==> config.mk <==
export PLATFORM = sky130hd
export DESIGN_NAME = mem_stage
export DESIGN_NICKNAME = d
export VERILOG_FILES = /design/src/rtl/mem_stage_pkg.sv /design/src/rtl/mem_lsu_align.sv /design/src/rtl/mem_stage.sv
export SDC_FILE = /design/constraint.sdc
export NUM_CORES = 1
export LEC_CHECK = 0
export ABC_AREA = 1
export BUFFER_PORTS_ARGS = -buffer_cell sky130_fd_sc_hd__buf_2
export CELL_PAD_IN_SITES_DETAIL_PLACEMENT = 1
export CELL_PAD_IN_SITES_GLOBAL_PLACEMENT = 1
export CORE_MARGIN = 3
export CORE_UTILIZATION = 37
export CTS_CLUSTER_DIAMETER = 30
export DETAILED_ROUTE_END_ITERATION = 10
export PLACE_DENSITY_LB_ADDON = 0.1
export SLEW_MARGIN = 40
export SYNTH_ARGS = -nofsm -noshare
export SYNTH_HDL_FRONTEND = slang
export SYNTH_HIERARCHICAL = 1
export SYNTH_SLANG_ARGS = --single-unit
==> constraint.sdc <==
create_clock -name clk -period 2.55 [get_ports clk]
set_input_delay 0.1275 -clock clk [delete_from_list [all_inputs] [get_ports clk]]
set_output_delay 0.1275 -clock clk [all_outputs]
set_load 0.03 [all_outputs]
==> src/rtl/mem_stage_pkg.sv <==
`timescale 1ns/1ps
`default_nettype none
// ============================================================================
// Module   : mem_stage_pkg
// Purpose  : Shared widths, load/store size codes and FSM encoding for the
//            tc_l1 memory-access stage.
// Revision : 1.0 - initial release
// ============================================================================
package mem_stage_pkg;

    localparam int c_REG_BUS      = 64;
    localparam int c_REG_ADDR_BUS = 5;

    localparam logic [2:0] c_F3_LB  = 3'b000;
    localparam logic [2:0] c_F3_LH  = 3'b001;
    localparam logic [2:0] c_F3_LW  = 3'b010;
    localparam logic [2:0] c_F3_LD  = 3'b011;
    localparam logic [2:0] c_F3_LBU = 3'b100;
    localparam logic [2:0] c_F3_LHU = 3'b101;
    localparam logic [2:0] c_F3_LWU = 3'b110;

    localparam logic [2:0] c_F3_SB  = 3'b000;
    localparam logic [2:0] c_F3_SH  = 3'b001;
    localparam logic [2:0] c_F3_SW  = 3'b010;
    localparam logic [2:0] c_F3_SD  = 3'b011;

    typedef enum logic [0:0] {
        IDLE = 1'b0,
        BUSY = 1'b1
    } state_e;

    // Natural alignment: the size code in funct3[1:0] sets how many low
    // address bits must be zero.
    function automatic logic f_aligned(input logic [2:0] funct3, input logic [2:0] off);
        case (funct3[1:0])
            2'b00:   f_aligned = 1'b1;
            2'b01:   f_aligned = (off[0] == 1'b0);
            2'b10:   f_aligned = (off[1:0] == 2'b00);
            default: f_aligned = (off == 3'b000);
        endcase
    endfunction

endpackage
`default_nettype wire

==> src/rtl/mem_lsu_align.sv <==
`timescale 1ns/1ps
`default_nettype none
// ============================================================================
// Module   : mem_lsu_align
// Purpose  : Combinational lane logic: load extract/extend and store
//            shift/byte-strobe generation.
// Revision : 1.0 - initial release
// ============================================================================
module mem_lsu_align
    import mem_stage_pkg::*;
#(
    parameter int XLEN = c_REG_BUS
) (
    input  logic [2:0]      ld_funct3_i,
    input  logic [2:0]      ld_off_i,
    input  logic [XLEN-1:0] rdata_i,
    output logic [XLEN-1:0] ld_data_o,
    input  logic [2:0]      st_funct3_i,
    input  logic [2:0]      st_off_i,
    input  logic [XLEN-1:0] st_data_i,
    output logic [XLEN-1:0] st_wdata_o,
    output logic [7:0]      st_wmask_o
);

    logic [XLEN-1:0] w_raw;

    always_comb begin
        w_raw = rdata_i >> {ld_off_i, 3'b000};
        case (ld_funct3_i)
            c_F3_LB:  ld_data_o = {{(XLEN-8){w_raw[7]}},   w_raw[7:0]};
            c_F3_LH:  ld_data_o = {{(XLEN-16){w_raw[15]}}, w_raw[15:0]};
            c_F3_LW:  ld_data_o = {{(XLEN-32){w_raw[31]}}, w_raw[31:0]};
            c_F3_LBU: ld_data_o = {{(XLEN-8){1'b0}},       w_raw[7:0]};
            c_F3_LHU: ld_data_o = {{(XLEN-16){1'b0}},      w_raw[15:0]};
            c_F3_LWU: ld_data_o = {{(XLEN-32){1'b0}},      w_raw[31:0]};
            default:  ld_data_o = w_raw;
        endcase
    end

    always_comb begin
        st_wdata_o = st_data_i << {st_off_i, 3'b000};
        case (st_funct3_i[1:0])
            2'b00:   st_wmask_o = 8'h01 << st_off_i;
            2'b01:   st_wmask_o = 8'h03 << st_off_i;
            2'b10:   st_wmask_o = 8'h0F << st_off_i;
            default: st_wmask_o = 8'hFF;
        endcase
    end

endmodule
`default_nettype wire

==> src/rtl/mem_stage.sv <==
`timescale 1ns/1ps
`default_nettype none
// ============================================================================
// Module   : mem_stage
// Purpose  : Memory-access stage: issues loads/stores over a req/ready bus
//            and drives the registered MEM/WB boundary.
// Revision : 1.0 - initial release
// ============================================================================
module mem_stage
    import mem_stage_pkg::*;
#(
    parameter int XLEN    = c_REG_BUS,
    parameter int RADDR_W = c_REG_ADDR_BUS
) (
    input  logic               clk,
    input  logic               rst,
    input  logic               ex_valid_i,
    input  logic [XLEN-1:0]    ex_reg_wdata_i,
    input  logic               ex_reg_we_i,
    input  logic [RADDR_W-1:0] ex_reg_waddr_i,
    input  logic               ex_ld_i,
    input  logic               ex_st_i,
    input  logic [2:0]         ex_funct3_i,
    input  logic [XLEN-1:0]    ex_mem_addr_i,
    input  logic [XLEN-1:0]    ex_st_data_i,
    output logic               stall_o,
    output logic               dmem_req_o,
    output logic               dmem_we_o,
    output logic [XLEN-1:0]    dmem_addr_o,
    output logic [XLEN-1:0]    dmem_wdata_o,
    output logic [7:0]         dmem_wmask_o,
    input  logic               dmem_ready_i,
    input  logic [XLEN-1:0]    dmem_rdata_i,
    output logic [XLEN-1:0]    reg_wdata_o,
    output logic               reg_we_o,
    output logic [RADDR_W-1:0] reg_waddr_o,
    output logic               mem_exc_o
);

    state_e               state_q;
    logic                 ld_q;
    logic [2:0]           funct3_q;
    logic [2:0]           off_q;
    logic [RADDR_W-1:0]   waddr_q;
    logic                 we_q;

    logic                 dmem_req_q;
    logic                 dmem_we_q;
    logic [XLEN-1:0]      dmem_addr_q;
    logic [XLEN-1:0]      dmem_wdata_q;
    logic [7:0]           dmem_wmask_q;
    logic [XLEN-1:0]      reg_wdata_q;
    logic                 reg_we_q;
    logic [RADDR_W-1:0]   reg_waddr_q;
    logic                 mem_exc_q;

    logic                 w_mem_op;
    logic                 w_legal;
    logic                 w_aligned;
    logic                 w_issue;
    logic [XLEN-1:0]      w_ld_data;
    logic [XLEN-1:0]      w_st_wdata;
    logic [7:0]           w_st_wmask;

    assign w_mem_op  = ex_valid_i & (ex_ld_i | ex_st_i);
    assign w_legal   = ex_ld_i ? (ex_funct3_i != 3'b111) : (ex_funct3_i[2] == 1'b0);
    assign w_aligned = f_aligned(ex_funct3_i, ex_mem_addr_i[2:0]);
    assign w_issue   = w_mem_op & w_legal & w_aligned;

    assign stall_o = (state_q == IDLE) ? w_issue : ~dmem_ready_i;

    // Load side works from the latched op; store side from the live execute inputs.
    mem_lsu_align #(.XLEN(XLEN)) u_align (
        .ld_funct3_i (funct3_q),
        .ld_off_i    (off_q),
        .rdata_i     (dmem_rdata_i),
        .ld_data_o   (w_ld_data),
        .st_funct3_i (ex_funct3_i),
        .st_off_i    (ex_mem_addr_i[2:0]),
        .st_data_i   (ex_st_data_i),
        .st_wdata_o  (w_st_wdata),
        .st_wmask_o  (w_st_wmask)
    );

    always_ff @(posedge clk) begin
        if (rst) begin
            state_q      <= IDLE;
            ld_q         <= 1'b0;
            funct3_q     <= '0;
            off_q        <= '0;
            waddr_q      <= '0;
            we_q         <= 1'b0;
            dmem_req_q   <= 1'b0;
            dmem_we_q    <= 1'b0;
            dmem_addr_q  <= '0;
            dmem_wdata_q <= '0;
            dmem_wmask_q <= '0;
            reg_wdata_q  <= '0;
            reg_we_q     <= 1'b0;
            reg_waddr_q  <= '0;
            mem_exc_q    <= 1'b0;
        end else begin
            mem_exc_q <= 1'b0;
            case (state_q)
                IDLE: begin
                    if (w_mem_op) begin
                        reg_we_q <= 1'b0;
                        if (w_legal && w_aligned) begin
                            state_q      <= BUSY;
                            ld_q         <= ex_ld_i;
                            funct3_q     <= ex_funct3_i;
                            off_q        <= ex_mem_addr_i[2:0];
                            waddr_q      <= ex_reg_waddr_i;
                            we_q         <= ex_reg_we_i;
                            dmem_req_q   <= 1'b1;
                            dmem_we_q    <= ex_st_i;
                            dmem_addr_q  <= {ex_mem_addr_i[XLEN-1:3], 3'b000};
                            dmem_wdata_q <= ex_st_i ? w_st_wdata : '0;
                            dmem_wmask_q <= ex_st_i ? w_st_wmask : 8'h00;
                        end else begin
                            mem_exc_q <= 1'b1;
                        end
                    end else begin
                        reg_wdata_q <= ex_reg_wdata_i;
                        reg_waddr_q <= ex_reg_waddr_i;
                        reg_we_q    <= ex_valid_i & ex_reg_we_i & (ex_reg_waddr_i != '0);
                    end
                end
                BUSY: begin
                    reg_we_q <= 1'b0;
                    if (dmem_ready_i) begin
                        state_q    <= IDLE;
                        dmem_req_q <= 1'b0;
                        if (ld_q) begin
                            reg_wdata_q <= w_ld_data;
                            reg_waddr_q <= waddr_q;
                            reg_we_q    <= we_q & (waddr_q != '0);
                        end
                    end
                end
                default: state_q <= IDLE;
            endcase
        end
    end

    assign dmem_req_o   = dmem_req_q;
    assign dmem_we_o    = dmem_we_q;
    assign dmem_addr_o  = dmem_addr_q;
    assign dmem_wdata_o = dmem_wdata_q;
    assign dmem_wmask_o = dmem_wmask_q;
    assign reg_wdata_o  = reg_wdata_q;
    assign reg_we_o     = reg_we_q;
    assign reg_waddr_o  = reg_waddr_q;
    assign mem_exc_o    = mem_exc_q;

endmodule
`default_nettype wire

==> After elaboration in Yosys (flattened, before gate mapping) <==
Cells that the tools add are included.
{ "classes": {"n_eq_ne": 13, "reduce_logical": 11, "shifts": 5, "muxes": 28, "bitwise": 12} }
{ "op_table": {"columns": ["op", "n"], "rows": [
  ["64-bit one-hot mux with 6 select lines", 1],
  ["64-bit two-way mux", 4],
  ["64-bit one-hot mux with 2 select lines", 1],
  ["64-bit by 6-bit left shift with 64-bit output", 1],
  ["64-bit by 6-bit right shift with 64-bit output", 1],
  ["8-bit one-hot mux with 3 select lines", 1],
  ["5-bit two-way mux", 3],
  ["1-bit two-way mux", 12],
  ["5-bit one-hot mux with 2 select lines", 1],
  ["5-bit nonzero test", 2],
  ["3-bit equality test (second input constant)", 3],
  ["3-bit AND reduction", 3],
  ["8-bit two-way mux", 1],
  ["1-bit by 3-bit left shift with 8-bit output (first input constant)", 1],
  ["2-bit by 3-bit left shift with 8-bit output (first input constant)", 1],
  ["4-bit by 3-bit left shift with 8-bit output (first input constant)", 1],
  ["1-bit AND", 6],
  ["3-bit logical NOT", 2],
  ["2-bit inequality test (second input constant)", 3],
  ["1-bit one-hot mux with 2 select lines", 3],
  ["1-bit NOT", 5],
  ["2-bit logical NOT", 2],
  ["2-bit by 1-bit inequality test with 1-bit output (second input constant)", 2],
  ["3-bit by 1-bit equality test with 1-bit output (second input constant)", 1],
  ["other kinds (8)", 8]
]} }
{ "word_totals": {"out_inout_bits": 210, "regBits": 220, "word_cells": 84} }

==> Longest topological paths before layout <==
Gate-level depths: netlist (run 1).
{ "logic_depth": {"word_depth": 6, "ltp_mapped": 15} }

==> By module <==
Netlist (run 1), hierarchy kept.
{ "modules_own_cells": {"columns": ["mod", "seq_area_each_um2", "area_each_um2", "cells_per_inst", "instances"], "rows": [
  ["mem_stage", 4404.2, 9739.3, 1511, 1],
  ["mem_lsu_align", 0.0, 4264.1, 860, 1]
]} }

==> Worst setup path after synthesis (run 1) <==
No wires, ideal clock.
{ "synth_timing": {"path_kind": "reg2reg", "startpoint": "reg off_q[0]", "endpoint": "reg reg_wdata_q[35], in the netlist reg_wdata_o[35]", "path_buffers": 2, "arrival_time_ps": 1484, "stages_incl_launch_ff": 12, "setup_slack_ps": 951, "setup_time_ps": 116, "required_time_ps": 2434, "period_less_slack_ps": 1599, "path_cell_list": "dfxtp_1 buf_6 buf_6 or2_2 o21ai_1 nand2_1 nand3_1 nand4_2 nand2_1 nand2_1 o21ai_0 nor2_1"} }
{ "synth_between": {"elab_chain_cells": 5} }
{ "synth_lines": {"columns": ["item", "line_no", "rtl"], "rows": [
  ["start: declaration", "mem_stage.sv:43", "logic [2:0] off_q;"],
  ["start signal: assignment", "mem_stage.sv:112", "off_q <= ex_mem_addr_i[2:0];"],
  ["64-bit by 6-bit right shift with 64-bit output", "mem_lsu_align.sv:28", "w_raw = rdata_i >> {ld_off_i, 3'b000};"],
  ["64-bit one-hot mux with 6 select lines", "mem_lsu_align.sv:29", "case (ld_funct3_i)"],
  ["via w_ld_data[35]", "mem_stage.sv:61", "logic [XLEN-1:0] w_ld_data;"],
  ["64-bit two-way mux", "mem_stage.sv:134", "if (ld_q) begin"],
  ["64-bit two-way mux", "mem_stage.sv:131", "if (dmem_ready_i) begin"],
  ["64-bit one-hot mux with 2 select lines", "mem_stage.sv:104", "case (state_q)"],
  ["end signal: assignment", "mem_stage.sv:124", "reg_wdata_q <= ex_reg_wdata_i;"],
  ["end signal: assignment", "mem_stage.sv:135", "reg_wdata_q <= w_ld_data;"],
  ["end: declaration", "mem_stage.sv:52", "logic [XLEN-1:0] reg_wdata_q;"]
]} }
The timed path passes the listed nets, and every way through them passes these cells. The select of a mux whose other input is x is not followed.
A chain may end at the register's enable or synchronous reset.

==> Worst setup path in the final report (run 1) <==
{ "layout_timing": {"startpoint": "reg off_q[2]", "endpoint": "reg reg_wdata_q[9], in the netlist reg_wdata_o[9]"} }
The elaborated chain is that of the path after synthesis.

==> flow_metrics.py, run 1 <==
metrics = {
    "logic_synthesis": {
        "synth_top_area_cell": "dfxtp_1",
        "ys.flop_type": "dfxtp_1",
        "synth_cells": 2371,
        "synth.area.top_cells": "dfxtp_1, nand2_1, nor2_1, o21ai_0, nand3_1",
        "synth_fa_ha_area_share_pct": 0.1787,
        "yosys.area_share.simple_pct": 41.50,
        "yosys_warnings": 6,
        "ys_seq_area_share_pct": 31.45,
        "synth_top_family_by_area": "simple AND/OR/NAND/NOR gates",
        "synth.most_common_cell": "nand2_1",
        "synth_seq_cells": 220,
        "synthMuxAreaShare_pct": 0.07148,
        "synthesis.area_um2": 14000,
        "synth-edff-count": 0,
        "synth_top_area_share_pct": 31.45,
        "netlist_top_cells_count": "nand2_1, nor2_1, dfxtp_1, inv_1, o21ai_0",
        "synth_compound_area_share_pct": 13.72,
        "synth.avg_cell_area_um2": 5.906,
        "synthArstFlopShare_pct": 0,
        "synth.distinct_cells": 41,
        "synth_xor_area_share_pct": 0,
    },
    "place": {
        "port_buffers": 477,
        "hpwl_um": 44770,
        "place_area_um2": 16430,
        "globalplace.congestion": 0.9234,
    },
    "grt": {
        "grt_usage_pct": 34.85,
        "globalRouteOverflowTotal": 0,
        "antenna_found_initial": 8,
        "grt_pass1_vias": 19780,
        "grt_pass1_wl_um": 112500,
        "grt_max_degree": 149,
    },
    "sta": {
        "tightest_slew_ns": 0.7573,
        "tns_ns": 0,
        "max_freq_ghz": 0.4282,
        "fin_hold_ws_ns": 0.01399,
        "rsz0062_at_grt": "false",
        "timing.final.crit_period_ns": 2.335,
        "clock_skew_ns": 0.03399,
        "hold_viol": 0,
        "max-slew-margin-rel_pct": 48.98,
        "fin_crit_sh_pct": 91.57,
        "setup_viol": 0,
        "report.final.slew_viol_count": 0,
    },
    "run": {
        "maxCapViolations": 0,
    },
    "setup_path": {
        "worst_path_max_delay_cell": "dfxtp_1",
        "max_stage_delay_ns": 0.58,
        "cp_max_fo": 32,
        "critPathLaunchType": "register",
        "rrSetupSlack_ns": 0.21,
        "timing_worst_setup_path_type": "reg2reg",
        "r2r_end": "reg_wdata_o[9]",
        "cp.required_ns": 2.99,
        "cpMostUsedCell": "nand2_1",
        "crit_path_cell_trace": "inv_1, nand3_2, nand2_4, nand2_4, buf_4, nand2_1, nand2_1, nand2_1, o21ai_0, nor2_1",
        "ff2ff_path_depth": 10,
        "critPathArrivalTime_ns": 2.77,
        "r2r_start": "off_q[2]",
        "worstSetupEndpointType": "register",
    },
    "layout": {
        "drive_above_1_share_pct": 23.90,
        "area_growth_pct": 44.98,
        "fin_nets": 3183,
        "fillerInstances": 5022,
        "final_area_um2": 20300,
    },
    "clocking": {
        "cts.sinks": 220,
        "cts_buffers": 66,
        "path_clk_slew_ns": 0.04,
        "root_buffer": "clkbuf_16",
        "postCtsSetupRepairBufs": 0,
        "clock_path_buffers": 3,
        "htreeDepth": 3,
        "clk_latency_ns": 0.58,
        "cts_tree": "yes",
    },
    "drt": {
        "drt-wirelength-per-cell_um": 20.95,
        "drc": 0,
        "vias": 18320,
        "detail-route-antenna-nets": 0,
        "wirelength_um": 72810,
        "via_per_inst": 5.271,
        "drt_iter0_drc": 1209,
        "drt_pass1_iterations": 5,
    },
    "power": {
        "leakagePower_nw": 10.65,
        "irDropWorstVdd_v": 0.0007939,
        "power_density_nw_per_um2": 798.2,
    },
    "floorplan": {
        "num_rows": 70,
        "fp.dieW_um": 200.5,
        "ios": 481,
        "start_util_pct": 37.89,
        "core_um2": 36960,
        "die_area_um2": 40220,
        "chipHeight_um": 200.5,
    },
    "worst_hold_path": {
        "holdPathStages": 5,
        "whs_endpoint": "off_q[1]",
        "hold_class": "in2reg",
        "holdCritStartpoint": "ex_mem_addr_i[1]",
    },
    "outcome": {
        "status": "finished clean",
    },
}
[cells in the final DEF, fill, tap and decap left out, types with 6 or more instances in the layout]
master	instances
buf_2	477
nand2_1	809
clkinv_2	9
o22ai_1	9
diode_2	9
nand3_2	8
a21oi_1	93
o221ai_1	9
nand2_2	18
nand3_1	162
or2_2	14
dfxtp_1	217
o21ai_0	185
inv_1	197
buf_4	31
nor2_1	332
clkbuf_8	13
bufinv_16	14
o31ai_1	6
o211ai_1	25
clkbuf_16	66
inv_2	9
nand4_2	10
nand4_1	28
o21ai_1	22
dlygate4sd3_1	137
clkbuf_1	7
buf_12	9
[metal layers]
metal	global-route usage [%]	vias up	wire [µm]
li1	-	8556	-
met1	38.04	8794	27600
met2	64.01	710	37080
met3	6.275	257	3866
met4	18.54	0	4269
met5	0	-	0
[critical path: cells and delay by family, from the launching register on]
family	cells	cell delay (ns)
buf+inv	2	0.65
simple gates	7	0.68
compound gates	1	0.28
flops	1	0.58
[power by group]
group	switching (mW)	leakage [nW]	internal (mW)
sequential	0.153	1.80	3.66
clock	2.70	1.20	6.56
combinational	2.14	7.64	0.995
total	4.99	10.6	11.2
[worst max path at each step]
stage / startpoint / endpoint / slack (ns) / depth (start not counted)
after floorplan: off_q[0] / reg_wdata_o[35] / 0.95 / 11
after global placement: off_q[2] / reg_wdata_o[63] / 0.26 / 8
after detailed placement: off_q[2] / reg_wdata_o[48] / 0.13 / 8
after CTS: off_q[2] / reg_wdata_o[52] / 0.05 / 8
after global routing: off_q[2] / reg_wdata_o[47] / 0.03 / 10
final: off_q[2] / reg_wdata_o[9] / 0.21 / 10
[cell families (layout without fill, tap and decap cells)]
group	Yosys count	in the layout
AOI/OAI and AO/OA	354	354
adders and majority gates	2	2
buffers and inverters	395	984
DFF	220	220
muxes	1	1
other	1	12
and+or+nand+nor	1398	1398
[flip-flops by register name, summed over array words and instances (netlist names)]
register,count
dmem_addr_o,61
dmem_req_o,1
dmem_wdata_o,64
dmem_we_o,1
dmem_wmask_o,8
funct3_q,3
ld_q,1
mem_exc_o,1
off_q,3
reg_waddr_o,5
reg_wdata_o,64
reg_we_o,1
state_q,1
waddr_q,5
we_q,1
[layout make-up]
| cell class | instances | area (µm²) | area share, % |
|---|---|---|---|
| multi-input cells | 1758 | 7802 | 38.43 |
| flip-flops and latches | 220 | 4408 | 21.71 |
| repair buffers | 655 | 4183 | 20.60 |
| clock buffers | 86 | 1857 | 9.146 |
| inverters | 209 | 789.5 | 3.889 |
| well taps | 504 | 630.6 | 3.106 |
| clock inverters | 34 | 609.3 | 3.001 |
| diodes | 9 | 22.52 | 0.1109 |
[what timing repair did]
item                                    in CTS  in global routing
hold buffers                               137                  0
endpoints found under the hold margin      138                  0
endpoints found under the setup margin       0                 32
gates resized for setup                      0                  1
[through the flow]
step | std cells | util, % | power [mW] | setup slack (ns)
floorplan | 2373 | - | 5.719 | 0.9505
global placement | 3209 | 44.46 | 6.576 | 0.2623
detailed placement | 3209 | 44.46 | 6.634 | 0.1311
CTS | 3466 | 54.84 | 16.00 | 0.05082
global route | 3475 | 54.93 | 16.79 | 0.03114
finish | 3475 | 54.93 | 16.20 | 0.2148
Note: power is estimated with default switching activity, not from simulation.
==> inputs of run 2 (changes only) <==
- SETUP_SLACK_MARGIN: unset -> 0.3
==> run 2 against run 1 <==
Effect of this change: combinational power up 1%; core utilization up 0.21 points; routed wire length up 2.0%; fmax up 7.5%; final area up 0.38%.
==> flow_metrics.py, run 2 (synthesis gave the netlist of run 1 again) <==
metrics = {
    "sta": {
        "max-slew-margin-rel_pct": 48.72,
        "clock_skew_ns": 0.03647,
        "hold_viol": 0,
        "fin_crit_sh_pct": 85.18,
        "tightest_slew_ns": 0.7692,
        "setup_viol": 0,
        "tns_ns": 0,
        "rsz0062_at_grt": "true",
        "max_freq_ghz": 0.4604,
        "timing.final.crit_period_ns": 2.172,
        "report.final.slew_viol_count": 0,
    },
    "power": {
        "leakagePower_nw": 10.68,
        "irDropWorstVdd_v": 0.0007940,
        "seqPwrFrac_pct": 23.5,
        "p_total_mw": 16.26,
        "p_int_mw": 11.23,
        "power_frac_comb_pct": 19.5,
        "power_switching_mw": 5.029,
        "power.share.switching_pct": 30.94,
        "clock_power_share_pct": 57.0,
        "power_density_nw_per_um2": 797.7,
    },
    "setup_path": {
        "crit_path_cell_trace": "dlygate4sd3_1, buf_2, o21ai_2, nor2_4, nand2_2, nand2_1, buf_2",
        "critPathLaunchType": "input port",
        "rrSetupSlack_ns": 0.45,
        "cp_max_fo": 13,
        "r2r_start": "state_q",
        "worst_path_max_delay_cell": "dlygate4sd3_1",
        "cp.required_ns": 2.42,
        "crit_buf_inv": 3,
        "max_stage_delay_ns": 0.57,
        "cpMostUsedCell": "buf_2",
        "ff2ff_path_depth": 7,
        "worstSetupEndpointType": "primary output",
        "r2r_end": "reg_we_o",
        "crit_family": "buffers and inverters",
        "critPathArrivalTime_ns": 2.04,
        "timing_worst_setup_path_type": "in2out",
    },
    "floorplan": {
        "fp.dieW_um": 200.5,
        "core_um2": 36960,
        "ios": 481,
        "start_util_pct": 37.89,
        "num_rows": 70,
        "chipHeight_um": 200.5,
        "die_area_um2": 40220,
    },
    "drt": {
        "routed.top_layer": "met4",
        "vias": 18530,
        "detail-route-antenna-nets": 0,
        "m1WireLength_um": 27820,
        "via_per_inst": 5.327,
        "routed-wl-met2_um": 37580,
        "drt_pass1_iterations": 5,
        "drt_iter0_drc": 1274,
        "wl_met3_um": 4126,
        "wirelength_um": 74250,
        "drc": 0,
        "drt-wirelength-per-cell_um": 21.35,
    },
    "clocking": {
        "path_clk_slew_ns": 0.04,
        "cts.sinks": 220,
        "root_buffer": "clkbuf_16",
        "cts_buffers": 66,
        "cts_tree": "yes",
        "clock_path_buffers": 3,
        "clk_latency_ns": 0.58,
        "htreeDepth": 3,
    },
    "place": {
        "hpwl_um": 44770,
        "port_buffers": 477,
        "dp.cells": 3209,
        "globalplace.congestion": 0.9234,
    },
    "grt": {
        "antenna_found_initial": 8,
        "globalRouteOverflowTotal": 0,
        "grt_pass1_wl_um": 113600,
        "grt_pass1_vias": 19920,
        "grt_usage_pct": 35.18,
        "grt_max_degree": 149,
    },
    "worst_hold_path": {
        "hold_class": "in2reg",
        "holdCritStartpoint": "ex_mem_addr_i[1]",
        "whs_endpoint": "off_q[1]",
        "holdPathStages": 5,
    },
    "layout": {
        "final_cells": 3478,
        "final_common_cell": "nand2_1",
        "fin_nets": 3186,
        "drive_above_1_share_pct": 24.08,
        "final_cell_mix": "nand2_1, buf_2, nor2_1",
        "area_growth_pct": 45.53,
    },
    "outcome": {
        "status": "finished clean",
    },
    "run": {
        "maxCapViolations": 0,
    },
}
==> run 2: cell count changes in the layout (fill, tap and decap cells not counted), sizes merged <==
| cell | before | now |
|---|---|---|
| nor2 | 337 | 338 |
| nand3 | 172 | 174 |
==> run 2: worst min-delay path, delay by kind of cell <==
kind          cells  cell delay (ns)
buf+inv           2             0.26
simple gates      3             0.15
==> run 2: power by group through the flow <==
stage                     sequential, mW  clock [mW]  combinational, mW
after CTS                           3.79        9.21               3.01
final                               3.82        9.26               3.17
after floorplan                     4.20           0               1.52
after global routing                3.83        9.57               3.42
after detailed placement            3.84           0               2.79
after global placement              3.83           0               2.74
==> run 2: how the worst max path moves through the flow <==
stage / start / end / slack (ns) / cells after the start
CTS: off_q[2] / reg_wdata_o[52] / 0.30 / 10
detailed placement: off_q[2] / reg_wdata_o[48] / 0.13 / 8
global route: off_q[0] / reg_wdata_o[23] / 0.24 / 12
finish: ex_ld_i / stall_o / 0.38 / 7
global placement: off_q[2] / reg_wdata_o[63] / 0.26 / 8
floorplan: off_q[0] / reg_wdata_o[35] / 0.95 / 11
==> run 2: per-stage QoR <==
| step | hold WS, ns | utilization (%) | setup slack, ns | area, µm² |
|---|---|---|---|---|
| after global placement | 0.4173 | 44.46 | 0.2623 | 16430 |
| after CTS | 0.003921 | 54.87 | 0.3048 | 20280 |
| after global routing | 0.05409 | 55.14 | 0.2443 | 20380 |
| final | 0.01856 | 55.14 | 0.3779 | 20380 |
| after floorplan | 0.3202 | - | 0.9505 | 14010 |
| after detailed placement | 0.4326 | 44.46 | 0.1311 | 16430 |
==> run 2: area by class of cell <==
type / instances / area [µm²]
Antenna cell: 9 / 22.52
Clock buffer: 86 / 1857
Clock inverter: 34 / 609.3
Fill cell: 5031 / 16580
Inverter: 209 / 794.5
Multi-Input combinational cell: 1761 / 7846
Sequential cell: 220 / 4409
Tap cell: 504 / 630.6
Timing Repair Buffer: 655 / 4210
==> run 2: metal layers <==
layer  vias up  track usage (%)
met5         -                0
met4         0            20.43
met3       270            6.389
met2       775            63.85
met1      8910            38.32
li1       8572                -
==> run 2: what timing repair did <==
action,in CTS,in global routing
hold buffers,137,0
pin swaps,1,2
setup buffers,0,0
hold endpoints to repair,138,0
gates cloned,1,2
setup endpoints to repair,33,50
resized for setup,1,16
